--- src/rtl/fpio_out_serializer_pkg.sv ---
// Shared types and helpers for the FPIO output serializer.
package fpio_out_serializer_pkg;

  typedef enum logic [0:0] {
    StIdle,
    StShift
  } state_e;

  // Width of a counter that indexes every bit of a data word.
  function automatic int unsigned bit_cnt_width(int unsigned data_width);
    return (data_width < 2) ? 1 : $clog2(data_width);
  endfunction

endpackage

--- src/rtl/fpio_out_serializer_if.sv ---
// FPIO FIFO output handshake: the server presents words, the client pulls them.
interface fpio_fifo_if #(
  parameter int unsigned FIFO_BITS  = 4,
  parameter int unsigned DATA_WIDTH = 32
) ();

  logic [FIFO_BITS:0]    avail;
  logic [DATA_WIDTH-1:0] data;
  logic                  data_ack;
  logic                  data_en;

  modport fifo_out_client (
    input  avail,
    input  data,
    input  data_ack,
    output data_en
  );

  modport fifo_out_server (
    output avail,
    output data,
    output data_ack,
    input  data_en
  );

endinterface

--- src/rtl/fpio_bit_timer.sv ---
// Bit-period down-counter: marks the first and last clock of each serial bit.
module fpio_bit_timer #(
  parameter int unsigned DIV_WIDTH = 16
) (
  input  logic                 clock,
  input  logic                 reset,
  input  logic                 start,
  input  logic                 run,
  input  logic [DIV_WIDTH-1:0] clkdiv,
  output logic                 bit_stb,
  output logic                 bit_end
);

  logic [DIV_WIDTH-1:0] cnt_q;
  logic [DIV_WIDTH-1:0] div_q;

  // start wins over run so a back-to-back word load restarts the period cleanly.
  always_ff @(posedge clock) begin
    if (reset) begin
      cnt_q <= '0;
      div_q <= '0;
    end else if (start) begin
      cnt_q <= '0;
      div_q <= clkdiv;
    end else if (run) begin
      cnt_q <= bit_end ? '0 : cnt_q + DIV_WIDTH'(1);
    end
  end

  always_comb begin
    bit_stb = run && (cnt_q == '0);
    bit_end = run && (cnt_q == div_q);
  end

endmodule

--- src/rtl/fpio_out_serializer.sv ---
// Pulls words from an FPIO output FIFO and shifts them out on one pin,
// prefetching into a holding register so consecutive words stream gap-free.
module fpio_out_serializer
  import fpio_out_serializer_pkg::*;
#(
  parameter int unsigned FIFO_BITS  = 4,
  parameter int unsigned DATA_WIDTH = 32,
  parameter int unsigned DIV_WIDTH  = 16
) (
  input  logic                 clock,
  input  logic                 reset,
  fpio_fifo_if.fifo_out_client fifo,
  input  logic                 enable,
  input  logic [DIV_WIDTH-1:0] clkdiv,
  input  logic                 lsb_first,
  input  logic                 underrun_clr,
  output logic                 sdo,
  output logic                 sdo_valid,
  output logic                 bit_stb,
  output logic                 busy,
  output logic                 underrun
);

  localparam int unsigned    CntW    = bit_cnt_width(DATA_WIDTH);
  localparam logic [CntW-1:0] LastBit = CntW'(DATA_WIDTH - 1);

  state_e                state_q, state_d;
  logic [DATA_WIDTH-1:0] hold_q;
  logic                  hold_valid_q;
  logic [DATA_WIDTH-1:0] shreg_q;
  logic                  lsb_q;
  logic [CntW-1:0]       bit_cnt_q;
  logic                  data_en_q;
  logic                  underrun_q;

  logic [FIFO_BITS:0]    avail;
  logic                  shifting;
  logic                  load;
  logic                  word_end;
  logic                  underrun_set;
  logic                  bit_end;

  assign avail        = fifo.avail;
  assign fifo.data_en = data_en_q;
  assign shifting     = (state_q == StShift);

  fpio_bit_timer #(
    .DIV_WIDTH(DIV_WIDTH)
  ) u_bit_timer (
    .clock  (clock),
    .reset  (reset),
    .start  (load),
    .run    (shifting),
    .clkdiv (clkdiv),
    .bit_stb(bit_stb),
    .bit_end(bit_end)
  );

  always_comb begin
    state_d  = state_q;
    load     = 1'b0;
    word_end = 1'b0;
    unique case (state_q)
      StIdle: begin
        if (hold_valid_q && enable) begin
          load    = 1'b1;
          state_d = StShift;
        end
      end
      StShift: begin
        if (bit_end && (bit_cnt_q == LastBit)) begin
          word_end = 1'b1;
          if (hold_valid_q && enable) begin
            load = 1'b1;
          end else begin
            state_d = StIdle;
          end
        end
      end
      default: state_d = StIdle;
    endcase
    underrun_set = word_end && enable && !hold_valid_q;
  end

  always_ff @(posedge clock) begin
    if (reset) begin
      state_q      <= StIdle;
      hold_q       <= '0;
      hold_valid_q <= 1'b0;
      shreg_q      <= '0;
      lsb_q        <= 1'b0;
      bit_cnt_q    <= '0;
      data_en_q    <= 1'b0;
      underrun_q   <= 1'b0;
    end else begin
      state_q <= state_d;

      // A fetch is only issued into an empty holding register, so capture and
      // load never collide on the same edge.
      if (load) begin
        hold_valid_q <= 1'b0;
      end
      if (data_en_q) begin
        if (fifo.data_ack) begin
          data_en_q    <= 1'b0;
          hold_q       <= fifo.data;
          hold_valid_q <= 1'b1;
        end
      end else if (enable && (avail != '0) && !hold_valid_q) begin
        data_en_q <= 1'b1;
      end

      if (load) begin
        shreg_q   <= hold_q;
        lsb_q     <= lsb_first;
        bit_cnt_q <= '0;
      end else if (bit_end && (bit_cnt_q != LastBit)) begin
        bit_cnt_q <= bit_cnt_q + CntW'(1);
        shreg_q   <= lsb_q ? (shreg_q >> 1) : (shreg_q << 1);
      end

      if (underrun_set) begin
        underrun_q <= 1'b1;
      end else if (underrun_clr) begin
        underrun_q <= 1'b0;
      end
    end
  end

  always_comb begin
    sdo = 1'b0;
    if (shifting) begin
      sdo = lsb_q ? shreg_q[0] : shreg_q[DATA_WIDTH-1];
    end
    sdo_valid = shifting;
    busy      = shifting || hold_valid_q || data_en_q;
    underrun  = underrun_q;
  end

endmodule
--- src/flat_wrapper.sv ---
// flat-port wrapper written by rule: the top's interface ports become plain ports
module fpio_out_serializer_flat import fpio_out_serializer_pkg::*;
#(
  parameter int unsigned FIFO_BITS  = 4,
  parameter int unsigned DATA_WIDTH = 32,
  parameter int unsigned DIV_WIDTH  = 16
)
  (clock, reset, enable, clkdiv, lsb_first, underrun_clr, sdo, sdo_valid, bit_stb, busy, underrun, fifo_avail, fifo_data, fifo_data_ack, fifo_data_en);
  fpio_fifo_if #(.FIFO_BITS(FIFO_BITS), .DATA_WIDTH(DATA_WIDTH)) fifo_i ();
  input  logic clock;
  input  logic reset;
  input  logic enable;
  input  logic [DIV_WIDTH-1:0] clkdiv;
  input  logic lsb_first;
  input  logic underrun_clr;
  output logic sdo;
  output logic sdo_valid;
  output logic bit_stb;
  output logic busy;
  output logic underrun;
  input wire logic [$bits(fifo_i.avail)-1:0] fifo_avail;
  input wire logic [$bits(fifo_i.data)-1:0] fifo_data;
  input wire logic [$bits(fifo_i.data_ack)-1:0] fifo_data_ack;
  output wire logic [$bits(fifo_i.data_en)-1:0] fifo_data_en;
  assign fifo_i.avail = fifo_avail;
  assign fifo_i.data = fifo_data;
  assign fifo_i.data_ack = fifo_data_ack;
  assign fifo_data_en = fifo_i.data_en;
  fpio_out_serializer #(.FIFO_BITS(FIFO_BITS), .DATA_WIDTH(DATA_WIDTH), .DIV_WIDTH(DIV_WIDTH)) u_core (.clock(clock), .reset(reset), .fifo(fifo_i), .enable(enable), .clkdiv(clkdiv), .lsb_first(lsb_first), .underrun_clr(underrun_clr), .sdo(sdo), .sdo_valid(sdo_valid), .bit_stb(bit_stb), .busy(busy), .underrun(underrun));
endmodule
--- config.mk ---
export PLATFORM = sky130hd
export DESIGN_NAME = fpio_out_serializer_flat
export DESIGN_NICKNAME = d
export VERILOG_FILES = /design/src/rtl/fpio_out_serializer_pkg.sv /design/src/rtl/fpio_out_serializer_if.sv /design/src/rtl/fpio_bit_timer.sv /design/src/rtl/fpio_out_serializer.sv /design/src/flat_wrapper.sv
export SDC_FILE = /design/constraint.sdc
export NUM_CORES = 1
export LEC_CHECK = 0
export CORE_MARGIN = 10
export CORE_UTILIZATION = 57
export DETAILED_ROUTE_END_ITERATION = 6
export PLACE_DENSITY_LB_ADDON = 0.1
export SKIP_CTS_REPAIR_TIMING = 1
export SYNTH_ARGS = -nofsm -noshare
export SYNTH_HDL_FRONTEND = slang
export SYNTH_SLANG_ARGS = --single-unit
--- constraint.sdc ---
create_clock -name clock -period 6.5 [get_ports clock]
set_clock_uncertainty 0.1 [all_clocks]
set_input_delay 1.3 -clock clock [delete_from_list [all_inputs] [get_ports clock]]
set_output_delay 1.3 -clock clock [all_outputs]
set_load 0.005 [all_outputs]
* Word level (Yosys, flattened, before mapping)
Cells that the tools add are included.
** Storage, ports and cells
- Output and inout port bits :: 6
- Register bits after elaboration :: 106
- Logic and storage cells :: 55
- Bits of input ports :: 59
** Cells by class
- Eq/ne operators :: 3
- Add/subtract/negate cells :: 2
- Bitwise gates (word level) :: 1
- Reduce and logical (&&, ||, !) cells :: 18
- Multiplexer cells :: 21
** Operator list (count)
- 32-bit two-way mux :: 3
- 16-bit by 1-bit adder with 16-bit output, second input constant :: 1
- 16-bit equality test :: 1
- 16-bit logical NOT :: 1
- 16-bit two-way mux :: 1
- 1-bit two-way mux :: 15
- 1-bit logical AND :: 9
- 5-bit by 1-bit adder with 5-bit output, second input constant :: 1
- 5-bit equality test, second input constant :: 1
- 5-bit != test, second input constant :: 1
- 5-bit nonzero test :: 1
- 1-bit case mux with 2 select lines :: 2
- 2-bit nonzero test :: 2
- 1-bit logical OR :: 2
- 2-bit AND reduction :: 1
- 2-bit OR reduction :: 1
- 1-bit logical NOT :: 1
- 1-bit inverter :: 1

* Depth between registers and ports, before layout
- Depth in word-level cells :: 8
- Gate-level depth with buffers :: 11
- Mapped depth without buffers :: 7

* Hierarchy
From an unflattened synthesis, not the netlist that was laid out.
** Second synthesis, totals
- Cell total of the unflattened synthesis :: 440
- Area total of the unflattened synthesis :: 4732.0 sq um
** Modules (own cells, without submodules)
- fpio_out_serializer :: area an instance 3208.1 sq um, seq. area each 1481.4 sq um, cells each 276, times used 1
- fpio_bit_timer :: area an instance 1524.0 sq um, seq. area each 640.6 sq um, cells each 164, times used 1

* Worst setup path after synthesis
No wires, ideal clock.
- Kind :: register -> output
- Start :: register u_core.lsb_q
- End :: output port sdo
- Cell stages (with the launch flop) :: 5
- Path buffers :: 2
- Required time :: 5100 ps
- Arrival :: 1123 ps
- Path slack :: 3977 ps
- Cell sequence :: dfxtp_1 clkbuf_1 clkbuf_1 mux2i_1 nor2b_1
** On the way
- Word-level cells in the longest chain between the ends :: 2
** Ends and longest elaborated chain
- start, declared :: RTL line fpio_out_serializer.sv:31 : logic lsb_q;
- start signal, assigned :: RTL line fpio_out_serializer.sv:115 : lsb_q <= lsb_first;
- 1-bit two-way mux :: RTL line fpio_out_serializer.sv:133 : sdo = lsb_q ? shreg_q[0] : shreg_q[DATA_WIDTH-1];
- 1-bit two-way mux :: RTL line fpio_out_serializer.sv:132 : if (shifting) begin
- end, declared :: RTL line flat_wrapper.sv:16 : output logic sdo;
No other way between the ends.

* Worst setup path after layout
- Start :: register u_core.state_q, in the netlist u_core.sdo_valid
- End :: output port bit_stb
** On the way
- Word-level cells in the longest chain between the ends :: 1
** Ends and longest elaborated chain
- start, declared :: RTL line fpio_out_serializer.sv:27 : state_e state_q, state_d;
- start signal, assigned :: RTL line fpio_out_serializer.sv:87 : state_q <= StIdle;
- start signal, assigned :: RTL line fpio_out_serializer.sv:96 : state_q <= state_d;
- 1-bit logical AND :: RTL line fpio_bit_timer.sv:31 : bit_stb = run && (cnt_q == '0);
- end, declared :: RTL line flat_wrapper.sv:18 : output logic bit_stb;
No other way between the ends.

==> flow_metrics.tcl <==
set metrics [dict create \
    detailedRoute.firstPassIterationCount 4 \
    global_route_wire_length_before_repair_mm 16.4 \
    hpwl_mm 6.71 \
    initial_utilization_pct 58.5 \
    critical_path.startpoint_type "flop" \
    synth_largest_area_cell "dfxtp_1" \
    count_of_distinct_cell_types_in_the_synthesized_netlist 40 \
    worst_setup_hold_path_clk_slew_ns 0.10 \
    worst_hold_path_type "flop to flop" \
    numCtsBuffers 9 \
    die_y_um 112 \
    count_of_state_elements_after_synthesis 106 \
    maximum_number_of_pins_on_one_net_before_global_route_repair 58 \
    drt-initial-drc-count 148 \
    number_of_instances_in_the_synthesized_netlist 476 \
    ff2ff_setup_slack_ns 3.33 \
    clock_insertion_delay_worst_skew_ns 0.37 \
    timing.slew.headroom_pct 21.5 \
    worstHoldPathCells 1 \
    nNetsFinal 583 \
    dp_slack_ns 2.78 \
    final-setup-viol-count 0 \
    timing.max_cap.violations 0 \
    die_outline_width_um 112 \
    port_buffers 64 \
    areaGrowthSynthToFinish_pct 16.7 \
    cellPowerDensity_mw_per_mm2 212 \
    cts_buffer_depth 2 \
    cp-end-kind "output pin" \
    worst_ir_drop_vdd_mv 0.163 \
    clock_sinks 106 \
    synth_top_area_share_pct 44.2 \
    timing.rr.start "u_core.u_bit_timer.cnt_q[1]$_SDFFE_PP0P_" \
    wire_length_reported_by_the_detailed_router_mm 9.58 \
    finalPower_mw 1.19 \
    htree_levels 3 \
    design.die.area_mm2 0.0125 \
    drive_above_1_share_pct 11.2 \
    detail_route.drc_violations 0 \
    leakage_nw 2.06 \
    via_count 3506 \
    critical_path_peak_fanout 15 \
    gp_congestion 0.872 \
    syn_avg_cell_area_um2 10.1 \
    cp.arrival_ns 2.03 \
    type_of_the_setup_path_with_the_least_slack "flop to output pin" \
    n_antenna_cell 0 \
    setup_tns_ns 0 \
    core_area_mm2 0.00822 \
    grt.total_usage_pct 14.9 \
    cts_root_buf "clkbuf_8" \
    cts_tree "built" \
    synth_nets 539 \
    final_critical_path_setup_slack_ns 3.07 \
    finalCritPeriodShare_pct 52.8 \
    grt_pass1_vias 3480 \
    launch_point_of_the_worst_path "u_core.sdo_valid$_SDFF_PP0_" \
    timing.final.hold_violations 0 \
    design.portCount 65 \
    synth_warnings 0 \
    timing.reg2reg.worst_path_depth 7 \
    run_status "completed" \
    detail_route.wl_per_cell_um 15.2 \
    rsz0062_at_grt "no" \
    viasPerCell 5.57 \
    max_slew.worst_pin.slew_ns 1.18 \
    drt.antenna.violating_nets 0 \
    period_minus_slack_ns 3.43 \
    grt_antenna_before_repair 0 \
    synth-seq-area-share_pct 44.2 \
    netlist_area_mm2 0.00480 \
    hp-start "u_core.hold_q[4]$_SDFFE_PP0P_" \
    worst-endpoint-required_ns 5.10 \
    rows 33 \
    synth.top_cells.by_area "dfxtp_1 44%, mux2i_1 10%, mux2_2 7.0%, a22o_1 5.8%, nand2b_1 4.6%" \
    grt_overflow 0 \
    timing.final.max_slew_violations 0 \
    max_clock_freq_mhz 292 \
]
-- synth_stat cells, drive strengths merged --
cell,instances
a21oi,7
a222oi,1
a22o,32
a311oi,1
and3,3
and4,1
buf,14
clkbuf,22
dfxtp,106
ha,4
inv,10
mux2,30
mux2i,50
nand2,9
nand2b,36
nand3,8
nand4,8
nor2,46
nor2b,3
nor3,4
nor4,5
nor4b,2
o2111ai,1
o21a,2
o21ai,2
o221ai,1
o22ai,31
o32a,1
or2,1
or2b,2
or3,2
or4,2
xnor2,16
xor2,13
-- metrics by stage --
step | hold WS, ns | util [%] | instance area, µm² | instances
after global placement | 0.365 | 65.9 | 5410 | 614
after floorplan | 0.350 | - | 4800 | 476
after CTS | 0.395 | 68.2 | 5610 | 630
after global routing | 0.402 | 68.2 | 5610 | 630
after detailed placement | 0.368 | 65.9 | 5410 | 614
final | 0.388 | 68.2 | 5610 | 630
-- where the power goes --
group	switching, mW	internal [mW]	total (mW)
combinational	0.0520	0.0663	0.118
sequential	0.0118	0.664	0.676
clock	0.233	0.159	0.392
-- final timing paths --
| check | to |
|---|---|
| min reg2reg | u_core.hold_q[4]$_SDFFE_PP0P_ |
| max reg2reg | u_core.shreg_q[20]$_SDFFE_PP0P_ |
| max | bit_stb |
| min | u_core.hold_q[4]$_SDFFE_PP0P_ |
-- per-layer routing --
metal	up-vias	global-route usage, %	routed length [µm]
li1	1786	-	-
met1	1643	18.5	4480
met2	69	25.1	4630
met3	8	4.13	405
met4	0	3.43	63
met5	-	0	0
-- layout make-up --
type | count | area (µm²)
clock buffers | 10 | 138
clock inverters | 6 | 56.3
fillers | 676 | 2610
inverters | 10 | 37.5
multi-input cells | 324 | 2440
flip-flops and latches | 106 | 2120
well taps | 105 | 131
repair buffers | 69 | 678
-- sequential cells by signal (all words and copies together) (netlist names) --
register / cells
u_core.u_bit_timer.div_q: 16
u_core.sdo_valid: 1
u_core.hold_valid_q: 1
u_core.u_bit_timer.cnt_q: 16
u_core.fifo.data_en: 1
u_core.shreg_q: 32
u_core.hold_q: 32
u_core.bit_cnt_q: 5
u_core.lsb_q: 1
u_core.underrun: 1
-- cells in the final DEF, fill, tap and decap left out, types with 2 or more instances in the layout --
cell type / synthesis / final
inv_1: 9 / 9
clkbuf_8: 0 / 10
xor2_1: 13 / 13
or3_1: 2 / 2
nor4_1: 5 / 5
ha_1: 4 / 4
or2b_1: 2 / 2
nand2b_1: 35 / 35
nor3_1: 3 / 3
and3_1: 3 / 3
a22o_1: 32 / 32
nand2_1: 9 / 9
mux2i_1: 50 / 50
mux2_2: 30 / 30
xnor2_1: 16 / 16
buf_4: 0 / 5
nand3_1: 8 / 8
nor2_1: 46 / 45
clkdlybuf4s50_1: 0 / 64
dfxtp_1: 106 / 106
o21ai_0: 2 / 2
nor2b_1: 3 / 3
nor4b_1: 2 / 2
a21oi_1: 7 / 6
o22ai_1: 31 / 31
inv_6: 0 / 2
nand4_1: 7 / 7
o21a_1: 2 / 2
or4_1: 2 / 2
inv_8: 0 / 2
-- logic make-up after synthesis --
group | Yosys count | share of synthesized area (%)
AO/OA/AOI/OAI | 79 | 12.2
AND/OR/NAND/NOR | 132 | 14.7
XOR/XNOR | 29 | 5.29
flip-flops | 106 | 44.2
buffers and inverters | 46 | 5.16
adder cells (fa/ha/maj) | 4 | 1.04
multiplexers | 80 | 17.4
-- critical path, stage by stage (launching register included) --
cell,delay (ns)
dfxtp_1,0.65
nor4b_1,0.28
and4_1,0.23
clkdlybuf4s50_1,0.50
No activity file was read; power rests on OpenSTA's default activity.
==> RTL change: new RTL, same flow settings <==
`DIV_WIDTH` is set to 16 in 3 places; all go to 18.
--- a/src/rtl/fpio_bit_timer.sv
+++ b/src/rtl/fpio_bit_timer.sv
@@ -1,5 +1,5 @@
 // Bit-period down-counter: marks the first and last clock of each serial bit.
 module fpio_bit_timer #(
-  parameter int unsigned DIV_WIDTH = 16
+  parameter int unsigned DIV_WIDTH = 18
 ) (
   input  logic                 clock,
--- a/src/rtl/fpio_out_serializer.sv
+++ b/src/rtl/fpio_out_serializer.sv
@@ -6,5 +6,5 @@
   parameter int unsigned FIFO_BITS  = 4,
   parameter int unsigned DATA_WIDTH = 32,
-  parameter int unsigned DIV_WIDTH  = 16
+  parameter int unsigned DIV_WIDTH  = 18
 ) (
   input  logic                 clock,
--- a/src/flat_wrapper.sv
+++ b/src/flat_wrapper.sv
@@ -4,5 +4,5 @@
   parameter int unsigned FIFO_BITS  = 4,
   parameter int unsigned DATA_WIDTH = 32,
-  parameter int unsigned DIV_WIDTH  = 16
+  parameter int unsigned DIV_WIDTH  = 18
 )
   (clock, reset, enable, clkdiv, lsb_first, underrun_clr, sdo, sdo_valid, bit_stb, busy, underrun, fifo_avail, fifo_data, fifo_data_ack, fifo_data_en);
Interface: changed (resized clkdiv); port bits go from 65 to 67. No check against the original RTL was run, so the function may have changed too.
==> RTL change against the unedited design <==
Sequential cell count rose by 4; clock power is 12% higher; cell count grew 3.8%; count of clock-buffer cells in the layout grew 1; final area increased by 4.4%; wire length rose by 12%; total power is 6.3% higher; area after synthesis increased by 3.7%; worst setup slack worse by 0.15 ns; sequential power grew 3.7%.
==> RTL change: results (changes against the unedited design) <==
final layout net count 606 (+3.9%); run status finished clean; wire length of the first global-routing pass 18100 um (+11%); length of the first detailed-routing pass in iterations 6 (+2); synthesized-area fraction occupied by adder cells 0.0100 (-0.000369); Synth async-reset ratio 0 (unchanged); largest net degree at the start of global routing 61 (+5.2%); end of the worst hold path u_core.hold_q[23]; fraction of layout instances using a drive strength above 1 0.108 (-0.00432); port buffer count 66 (+3.1%); max incr delay on CP 0.69 ns (+0.04 ns); Routed Wire Length 10700 um (+12%); Synth Area in XOR/XNOR 0.0666 (+0.0137); Register-to-Register Setup Slack 3.49 ns (+0.16 ns); cells taking the most area after synthesis dfxtp_1, mux2i_1, mux2_2, a22o_1, nand3b_1; total global routing track utilization 0.165 (+0.0157); vias in the first global route 3773 (+8.4%); crit-path max FO 17 (+2); startpoint of the lowest-slack register-to-register path u_core.sdo_valid; antenna viol nets, final 0 (unchanged); Data arrival, critical path 2.18 ns (+0.15 ns); filler instances 719 (+6.4%); initial drt markers 161 (+8.8%); Netlist cell types 45 (+13%); clock latency at the later pin of the worst-skew pair 0.37 ns (about the same); CP max stage cell dfxtp_1; Min-Delay Startpoint u_core.hold_q[23]; most used routing layer in global routing met2; antenna violations before repair 0 (unchanged); Detailed Place HPWL 7310 um (+9.1%); Lkg Pwr 2.10 nW (+1.9%); met1 track demand over resource 0.209 (+0.0235); proportion of synthesized area in mux cells 0.172 (-0.00216); endpoint of the most critical register-to-register path u_core.shreg_q[3]; antenna fix cells 0 (unchanged); Top Registers u_core.hold_q: 32 flops, u_core.shreg_q: 32 flops; total number of vias 3705 (+5.7%); cells on worst reg2reg path 5 (-2); Syn Nets 560 (+3.9%); most used standard cell by instance count after synthesis dfxtp_1; portion of the post-synthesis area used by sequential elements 0.442 (about the same); Slew HR 0.201 (-0.0137); clock root buffer master clkbuf_8; clock slew seen by the registers of the worst setup and hold paths 0.10 ns (about the same); Final Wtd Congestion 0.852 (-2.3%); Max VDD drop 134 uV (-18%); post-synthesis compound-gate area fraction 0.112 (-0.0104); Longest Clk Path Bufs 2 (unchanged); number of clock buffers inserted by TritonCTS 9 (unchanged); global-route met2 utilization 0.269 (+0.0182); H-tree depth 3 (unchanged); met3 Track Usage GR 0.0446 (+0.00329); top post-synthesis cells by count dfxtp_1, mux2i_1, nor2_1
[RTL change: worst max path at each step]
stage | from | endpoint | slack, ns | cells after the start
after floorplan | u_core.sdo_valid | bit_stb | 3.97 | 4
after global placement | enable | u_core.shreg_q[6] | 2.87 | 7
after detailed placement | enable | u_core.shreg_q[3] | 2.69 | 7
after CTS | u_core.sdo_valid | bit_stb | 2.91 | 4
after global routing | u_core.sdo_valid | bit_stb | 2.81 | 4
final | u_core.sdo_valid | bit_stb | 2.92 | 4
[RTL change: metrics by stage]
step	area [um2]	hold slack [ns]	setup WS, ns	utilization	cells
after floorplan	4980	0.342	3.97	-	495
after global routing	5850	0.405	2.81	0.681	654
after CTS	5850	0.391	2.91	0.681	654
final	5850	0.391	2.92	0.681	654
after detailed placement	5640	0.362	2.69	0.656	638
after global placement	5640	0.365	2.87	0.656	638
[RTL change: layout make-up]
class,instances,area [um2],area share
Clock buffer,11,151,0.0259
Clock inverter,5,65.1,0.0111
Inverter,6,22.5,0.00385
Multi-Input combinational cell,343,2580,0.441
Sequential cell,110,2200,0.376
Tap cell,108,135,0.0231
Timing Repair Buffer,71,693,0.118
[RTL change: where the power goes]
group          switching [mW]  total [mW]  internal, mW
sequential             0.0124       0.701         0.689
combinational          0.0545       0.120        0.0659
clock                   0.235       0.440         0.204
total                   0.302        1.26         0.959
[RTL change: worst max-delay path, delay by kind of cell, from the launching register on]
family	cells	cell delay, ns
flops	1	0.69
buf+inv	1	0.52
simple gates	3	0.61
[RTL change: routing by layer]
layer,vias to the layer above,wire length [um]
met5,-,0
met3,6,444
li1,1856,-
met4,0,62
met2,61,5150
met1,1782,5060
